## src/rtl/bus_grant_arbiter.sv

```systemverilog
// bus_grant_arbiter: round-robin one-hot grant with transaction hold and starvation watchdog
module bus_grant_arbiter #(
  parameter int INPUTS = 4,
  parameter int INDEX_WIDTH = 2,
  parameter int TIMEOUT_CYCLES = 256,
  parameter int COUNTER_WIDTH = 9
) (
  input  logic                   clk,
  input  logic                   rst,
  input  logic [INPUTS-1:0]      request,
  output logic [INPUTS-1:0]      grant,
  output logic                   grantValid,
  output logic [INDEX_WIDTH-1:0] grantIndex,
  output logic                   timeout
);
  typedef enum logic {IDLE, GRANTED} state_t;
  state_t state;
  logic [COUNTER_WIDTH-1:0] count;
  logic [INPUTS-1:0] eligible;
  logic [INDEX_WIDTH-1:0] winner;
  logic held, trig, found;
  assign grantValid = |grant;
  // Descending scan so the last hit is the first index after the pointer.
  always_comb begin
    held = state == GRANTED && request[grantIndex];
    trig = TIMEOUT_CYCLES > 0 && held && count == COUNTER_WIDTH'(TIMEOUT_CYCLES - 1);
    eligible = trig ? request & ~(INPUTS'(1) << grantIndex) : request;
    found = 1'b0;
    winner = '0;
    for (int i = INPUTS; i >= 1; i--) begin
      if (eligible[(int'(grantIndex) + i) % INPUTS]) begin
        found = 1'b1;
        winner = INDEX_WIDTH'((int'(grantIndex) + i) % INPUTS);
      end
    end
  end
  always_ff @(posedge clk) begin
    if (rst) begin
      state <= IDLE;
      grant <= '0;
      grantIndex <= INDEX_WIDTH'(INPUTS - 1);
      count <= '0;
      timeout <= 1'b0;
    end else begin
      timeout <= trig;
      if (held && !trig) count <= count + 1'b1;
      else begin
        count <= '0;
        if (found) begin
          grant <= INPUTS'(1) << winner;
          grantIndex <= winner;
          state <= GRANTED;
        end else if (!held) begin
          grant <= '0;
          state <= IDLE;
        end
      end
    end
  end
endmodule

```

## config.mk

```make
export PLATFORM = sky130hd
export DESIGN_NAME = bus_grant_arbiter
export DESIGN_NICKNAME = d
export VERILOG_FILES = /design/src/rtl/bus_grant_arbiter.sv
export SDC_FILE = /design/constraint.sdc
export NUM_CORES = 1
export LEC_CHECK = 0
export ABC_AREA = 1
export ABC_CLOCK_PERIOD_IN_PS = 6000
export CAP_MARGIN = 0
export CORE_MARGIN = 2
export CORE_UTILIZATION = 25
export CTS_BUF_LIST = sky130_fd_sc_hd__clkbuf_8
export CTS_CLUSTER_DIAMETER = 100
export DETAILED_ROUTE_END_ITERATION = 8
export PLACE_DENSITY = 0.55
export RECOVER_POWER = 100
export SYNTH_ARGS = -nofsm -noshare
export SYNTH_HDL_FRONTEND = slang
export SYNTH_SLANG_ARGS = --single-unit
```

## constraint.sdc

```tcl
create_clock -name clk -period 6 [get_ports clk]
set_input_delay 0.9 -clock clk [delete_from_list [all_inputs] [get_ports clk]]
set_output_delay 0.9 -clock clk [all_outputs]
set_load 0.02 [all_outputs]
```

; Word-level counts from Yosys, hierarchy flattened
; Cells that the tools add are included.
[word_totals]
register_bits = 17
in_bits = 6
elab_cells = 65
out_inout_bits = 8
[op_classes]
reduce_logical = 12
shift = 2
order_cmp = 5
n_addsub = 5
bitwise_logic = 7
eq_ne = 2
muxes = 27
[ops]
columns = op, count
row1 = "< comparator 3 x 4 -> 1 bit, second input constant", 4
row2 = 2-to-1 mux 1 bit, 15
row3 = 2-to-1 mux 4 bit, 3
row4 = binary-select mux 1 bit (select 2 bit), 5
row5 = OR reduction 2 bit, 5
row6 = "adder 9 x 1 -> 9 bit, second input constant", 1
row7 = "== test 9 x 8 -> 1 bit, second input constant", 1
row8 = 2-to-1 mux 2 bit, 4
row9 = "left shift 1 x 2 -> 4 bit, first input constant", 2
row10 = "adder 2 x 1 -> 2 bit, second input constant", 2
row11 = "adder 2 bit, second input constant", 2
row12 = "AND 1 bit, first input constant", 4
row13 = AND 4 bit, 1
row14 = NOT 4 bit, 1
row15 = AND reduction 2 bit, 2
row16 = OR reduction 4 bit, 1
row17 = logical AND 1 bit, 3
row18 = "< comparator 2 x 3 -> 1 bit, second input constant", 1
row19 = "inequality test 2 x 1 -> 1 bit, second input constant", 1
row20 = zero test 1 bit, 1
row21 = NOT 1 bit, 1

; Depth between registers and ports, before layout
[logic_depth]
ltp_word = 14
ltp_mapped = 21

; Least setup slack after synthesis
; No wires, ideal clock.
[synth_path]
path_type = register to register
start = register count[0]
end = register grantIndex[0]
n_path_buf = 0
setup_slack_ps = 3709
synth_period_minus_slack_ps = 2291
path_stages_with_launch = 22
t_arrival_ps = 2167
path_cell_list = dfxtp_1 -> ha_1 -> nand2_1 -> nor2_1 -> inv_1 -> nor2_1 -> nand2_1 -> inv_1 -> nand2_1 -> nor2_1 -> ha_1 -> nand4_1 -> nand3_1 -> nand2_1 -> nand2_1 -> nand2_1 -> nand3_2 -> nand2_1 -> nand2_1 -> nand2_2 -> a21oi_1 -> o21ai_0
[synth_via]
elab_chain_cells = 11
word_cells_on_any_way = 27
classes_between = eq/ne: 1 / mux: 21 / bitwise: 1 / reduce/logical: 4
[synth_rtl]
columns = element, line_no
row1 = "start, declared", 18  ; logic [COUNTER_WIDTH-1:0] count;
row2 = "start signal, assigned", 46  ; if (held && !trig) count <= count + 1'b1;
row3 = == test 9 x 8 -> 1 bit (*), 26  ; trig = TIMEOUT_CYCLES > 0 && held && count == COUNTER_WIDTH'(TIMEOUT_CYCLES - 1);
row4 = logical AND 1 bit (*), 26
row5 = 2-to-1 mux 4 bit, 27  ; eligible = trig ? request & ~(INPUTS'(1) << grantIndex) : request;
row6 = binary-select mux 1 bit (select 2 bit), 31  ; if (eligible[(int'(grantIndex) + i) % INPUTS]) begin
row7 = 2-to-1 mux 1 bit (implied by the code) (2 in series), 31
row8 = 2-to-1 mux 1 bit (4 in series), 31
row9 = AND reduction 2 bit (no source line), -
row10 = "end signal, assigned", 41  ; grantIndex <= INDEX_WIDTH'(INPUTS - 1);
row11 = "end signal, assigned", 51  ; grantIndex <= winner;
row12 = "end, declared", 13  ; output logic [INDEX_WIDTH-1:0] grantIndex,
; Every way passes the cells marked *; elsewhere a longest branch is shown, timed or not. The select of a mux whose other input is x is not followed.
; A chain may end at the register's enable or synchronous reset.

; Worst setup path after layout
[layout_path]
start = input port request[1]
end = register grantIndex[0]
[layout_via]
elab_chain_cells = 13
word_cells_on_any_way = 30
classes_between = mux: 23 / bitwise: 2 / reduce/logical: 5
[layout_rtl]
columns = element, line_no
row1 = "start, declared", 10  ; input logic [INPUTS-1:0] request,
row2 = binary-select mux 1 bit (select 2 bit), 25  ; held = state == GRANTED && request[grantIndex];
row3 = 2-to-1 mux 1 bit (implied by the code), 25
row4 = logical AND 1 bit, 25
row5 = logical AND 1 bit, 26
row6 = 2-to-1 mux 4 bit, 27
row7 = binary-select mux 1 bit (select 2 bit), 31
row8 = 2-to-1 mux 1 bit (implied by the code) (2 in series), 31
row9 = 2-to-1 mux 1 bit (4 in series), 31
row10 = AND reduction 2 bit (no source line), -
; Parallel ways exist; a longest one is shown, timed or not. The select of a mux whose other input is x is not followed.

==> impl.org <==
** GRT
- The via count of the first global-routing pass came to 799.
- Antenna violations before repair :: 0
- Entering global routing, the biggest net connects 11 pins.
- Global-route wire length before repair :: 3340 um
- After global routing the overflow that remains totals 0.
- Across every metal layer, demand over resource in global routing totals 0.0941.

** Critical path
- The signal on the critical path passes through dlygate4sd3_1, nand2_1, nand2_1, nand2_1, nand2_1, nand2_1, clkinvlp_2, nand3_1, nand2_1, nand2_1, nand2_1, nand3_1, nand2_1, nand2_1, nand2_1, a21oi_1, o21ai_0.
- Highest net fanout along the worst path :: 4
- STA puts the critical path data arrival time at 3100 ps.
- Crit path max-delay cell type :: sky130_fd_sc_hd__dlygate4sd3_1
- CP Capture Type :: register
- The most numerous cell type found on the critical path is sky130_fd_sc_hd__nand2_1.
- At the worst endpoint, the required time is 6140 ps.
- The critical path is of the input port to register type.
- For this run, the slowest stage of the critical path takes 550 ps.
- Startpoint type of the worst setup path :: input port

** Timing
- Clock period minus worst slack :: 2960 ps
- Final Skew :: 5.00 ps
- For this run, the top clock speed supported by timing is 338 MHz.
- Number of pins with negative max-slew slack in the final report :: 0
- Setup repair after global routing left no endpoint under its margin.
- Number of endpoints with negative hold slack in the final report :: 0
- Worst-case setup margin in the final layout :: 3040 ps
- Final cycle utilization of the critical path :: 0.494
- Number of failing setup endpoints in the final timing report :: 0
- For the pin with the worst max-slew slack, the measured transition is 374 ps.
- The tightest hold path in the finished design has a slack of 468 ps.
- Headroom to the max-slew limit came out at 0.750.
- Summed over all failing endpoints, the final setup total negative slack is 0 ps.

** Logic synthesis
- Cell area after technology mapping :: 1020 sq um
- Sorting the synthesized cells by area gives the leading types as sky130_fd_sc_hd__dfxtp_1, sky130_fd_sc_hd__nand2_1, sky130_fd_sc_hd__ha_1.
- sky130_fd_sc_hd__nand2_1 is the most common cell in the netlist.
- The share of synthesized area in the top cell type comes to 0.333.
- Synthesized Nets :: 157
- Average cell area after synthesis :: 7.05 sq um
- Count of synthesis-stage warnings from yosys :: 0
- In the synthesized netlist the async set-or-reset flop fraction comes to 0.
- Synthesis handed over a netlist of 145 instances.
- Sequential cell area fraction in the yosys report :: 0.333
- The largest total area in the synthesized netlist belongs to sky130_fd_sc_hd__dfxtp_1.
- The most used flip-flop cell after synthesis is sky130_fd_sc_hd__dfxtp_1.
- Yosys mapped the design onto 25 distinct sky130hd cell types.
- Counting instances in the post-synthesis netlist gives the leading cell types as sky130_fd_sc_hd__nand2_1, sky130_fd_sc_hd__inv_1, sky130_fd_sc_hd__dfxtp_1, sky130_fd_sc_hd__nor2_1, sky130_fd_sc_hd__nand3_1.
- After synthesis the netlist holds a flip-flop and latch count of 17.
- In this run, synthesis inferred 0 flip-flops with an integrated enable.

** Cells and area
- Relative area change from synthesis to final layout :: 21.1%
- 0 antenna diodes ended up in the layout.
- The finished layout holds 211 standard cells, fillers aside.
- Of the cells placed in the final design, the portion with a size suffix greater than 1 is 0.106.
- The finished cells cover 1240 sq um.
- For this run, the post-layout net count is 174.
- Once layout is complete, the utilization of the core stands at 0.312.

** Clock tree
- The tree is rooted in a sky130_fd_sc_hd__clkbuf_8.
- The tree built by TritonCTS fans out to 17 sinks.
- Number of buffers inserted for hold repair after clock tree synthesis :: 0
- Clock slew at reported path FFs :: 70 ps
- Clk buf depth :: 2
- Cts bufs inserted :: 3
- CTS H-tree lvls :: 1
- Post-cts gate resize count :: 0
- Buffers added to address setup during post-CTS repair amount to 0.
- Insertion delay of the later-clocked pin in the worst-skew pair :: 250 ps
- TritonCTS built the clock tree.

** Die
- Placement row count :: 23
- The die covers 4620 sq um.
- For this configuration, the core starts out at a cell density of 0.257.
- The die is 67.9 um tall.
- The total area inside the core boundary comes to 3970 sq um.
- The die is 67.9 um wide.
- Top-level I/O count :: 14

** Pwr
- Cell leakage power :: 0.556 nW
- Pwr Density :: 433 nW/um^2
- VDD sags by at most 0.106 mV.
- The design draws 0.535 mW.

** Placement
- Placed Cells :: 207
- Buffers placed on the I/O ports in this run total 13.
- Routability congestion estimate from global placement :: 0.761
- Estimated wirelength of the detail-placed design :: 1500 um
- Worst slack, placed :: 3140 ps
- Post-detailed-placement cell area :: 1210 sq um

** Routing
- The count of nets left with antenna violations once routing finished came out at 0.
- Vias per cell :: 4.28
- In the final routed layout, each cell accounts on average for 9.13 um.
- The routed design has 1930 um of wire.
- Remaining DRCs :: 0
- Vias post-DR :: 903
- Total iterations of the first detailed-routing run :: 4
- The detailed router finished its first iteration with 41 violations.

** Run status
- The run finished with clean final reports.

** Min path
- The tightest min-delay check is of the register to register type.

** Flow run
- Number of max-capacitance violations reported :: 0
[per-layer routing]
metal  track usage  part of all wire  vias to the layer above
li1              -                 -                      494
met1         0.112              0.49                      401
met2         0.167              0.49                        4
met3        0.0247             0.018                        4
met4        0.0225            0.0078                        0
met5             0                 0                        -
[final timing paths]
path                  startpoint                          to  depth (start not counted)  slack [ps]
max                   request[1]  grantIndex[0]$_SDFFE_PP1P_                         17        3040
min          count[0]$_SDFF_PP0_         count[0]$_SDFF_PP0_                          1         470
max reg2reg  count[0]$_SDFF_PP0_  grantIndex[0]$_SDFFE_PP1P_                         21        3330
min reg2reg  count[0]$_SDFF_PP0_         count[0]$_SDFF_PP0_                          1         470
[where the power goes]
group	internal, mW	switching, mW	total (mW)
clock	0.0460	0.0390	0.0851
sequential	0.131	0.0233	0.154
combinational	0.110	0.187	0.296
[worst max-delay path: cells and delay by family]
family	cells	cell delay, ps
buf+inv	2	770
simple gates	13	1220
compound gates	2	220
[sequential cells by signal, summed over array words and instances (netlist names)]
signal / cells
state: 1
timeout: 1
count: 9
grant: 4
grantIndex: 2
[final cells by class]
class,count,area [sq um]
clock buffers,3,41.3
multi-input cells,104,569
inverters,23,88.8
repair buffers,13,130
flip-flops and latches,17,340
fillers,436,2730
clock inverters,1,5.00
well taps,50,62.6
[cell usage in the layout, fill, tap and decap left out, types with 3 or more instances in the layout]
master	n
sky130_fd_sc_hd__a21oi_1	5
sky130_fd_sc_hd__a21oi_2	3
sky130_fd_sc_hd__clkdlybuf4s50_1	4
sky130_fd_sc_hd__nor2_1	17
sky130_fd_sc_hd__nand2_1	37
sky130_fd_sc_hd__ha_1	6
sky130_fd_sc_hd__dlygate4sd3_1	9
sky130_fd_sc_hd__o21ai_0	4
sky130_fd_sc_hd__clkbuf_8	3
sky130_fd_sc_hd__nand3_1	12
sky130_fd_sc_hd__dfxtp_1	17
sky130_fd_sc_hd__inv_1	20
sky130_fd_sc_hd__nand4_1	6
sky130_fd_sc_hd__nor3b_1	3
[logic make-up after synthesis]
family                   after synthesis  synth area share
AND/OR/NAND/NOR                       82             0.387
flip-flops                            17             0.333
buffers and inverters                 24            0.0918
XOR/XNOR                               2            0.0171
AO/OA/AOI/OAI                         14            0.0979
adder cells (fa/ha/maj)                6            0.0734
Power figures use the tool's default switching activity.
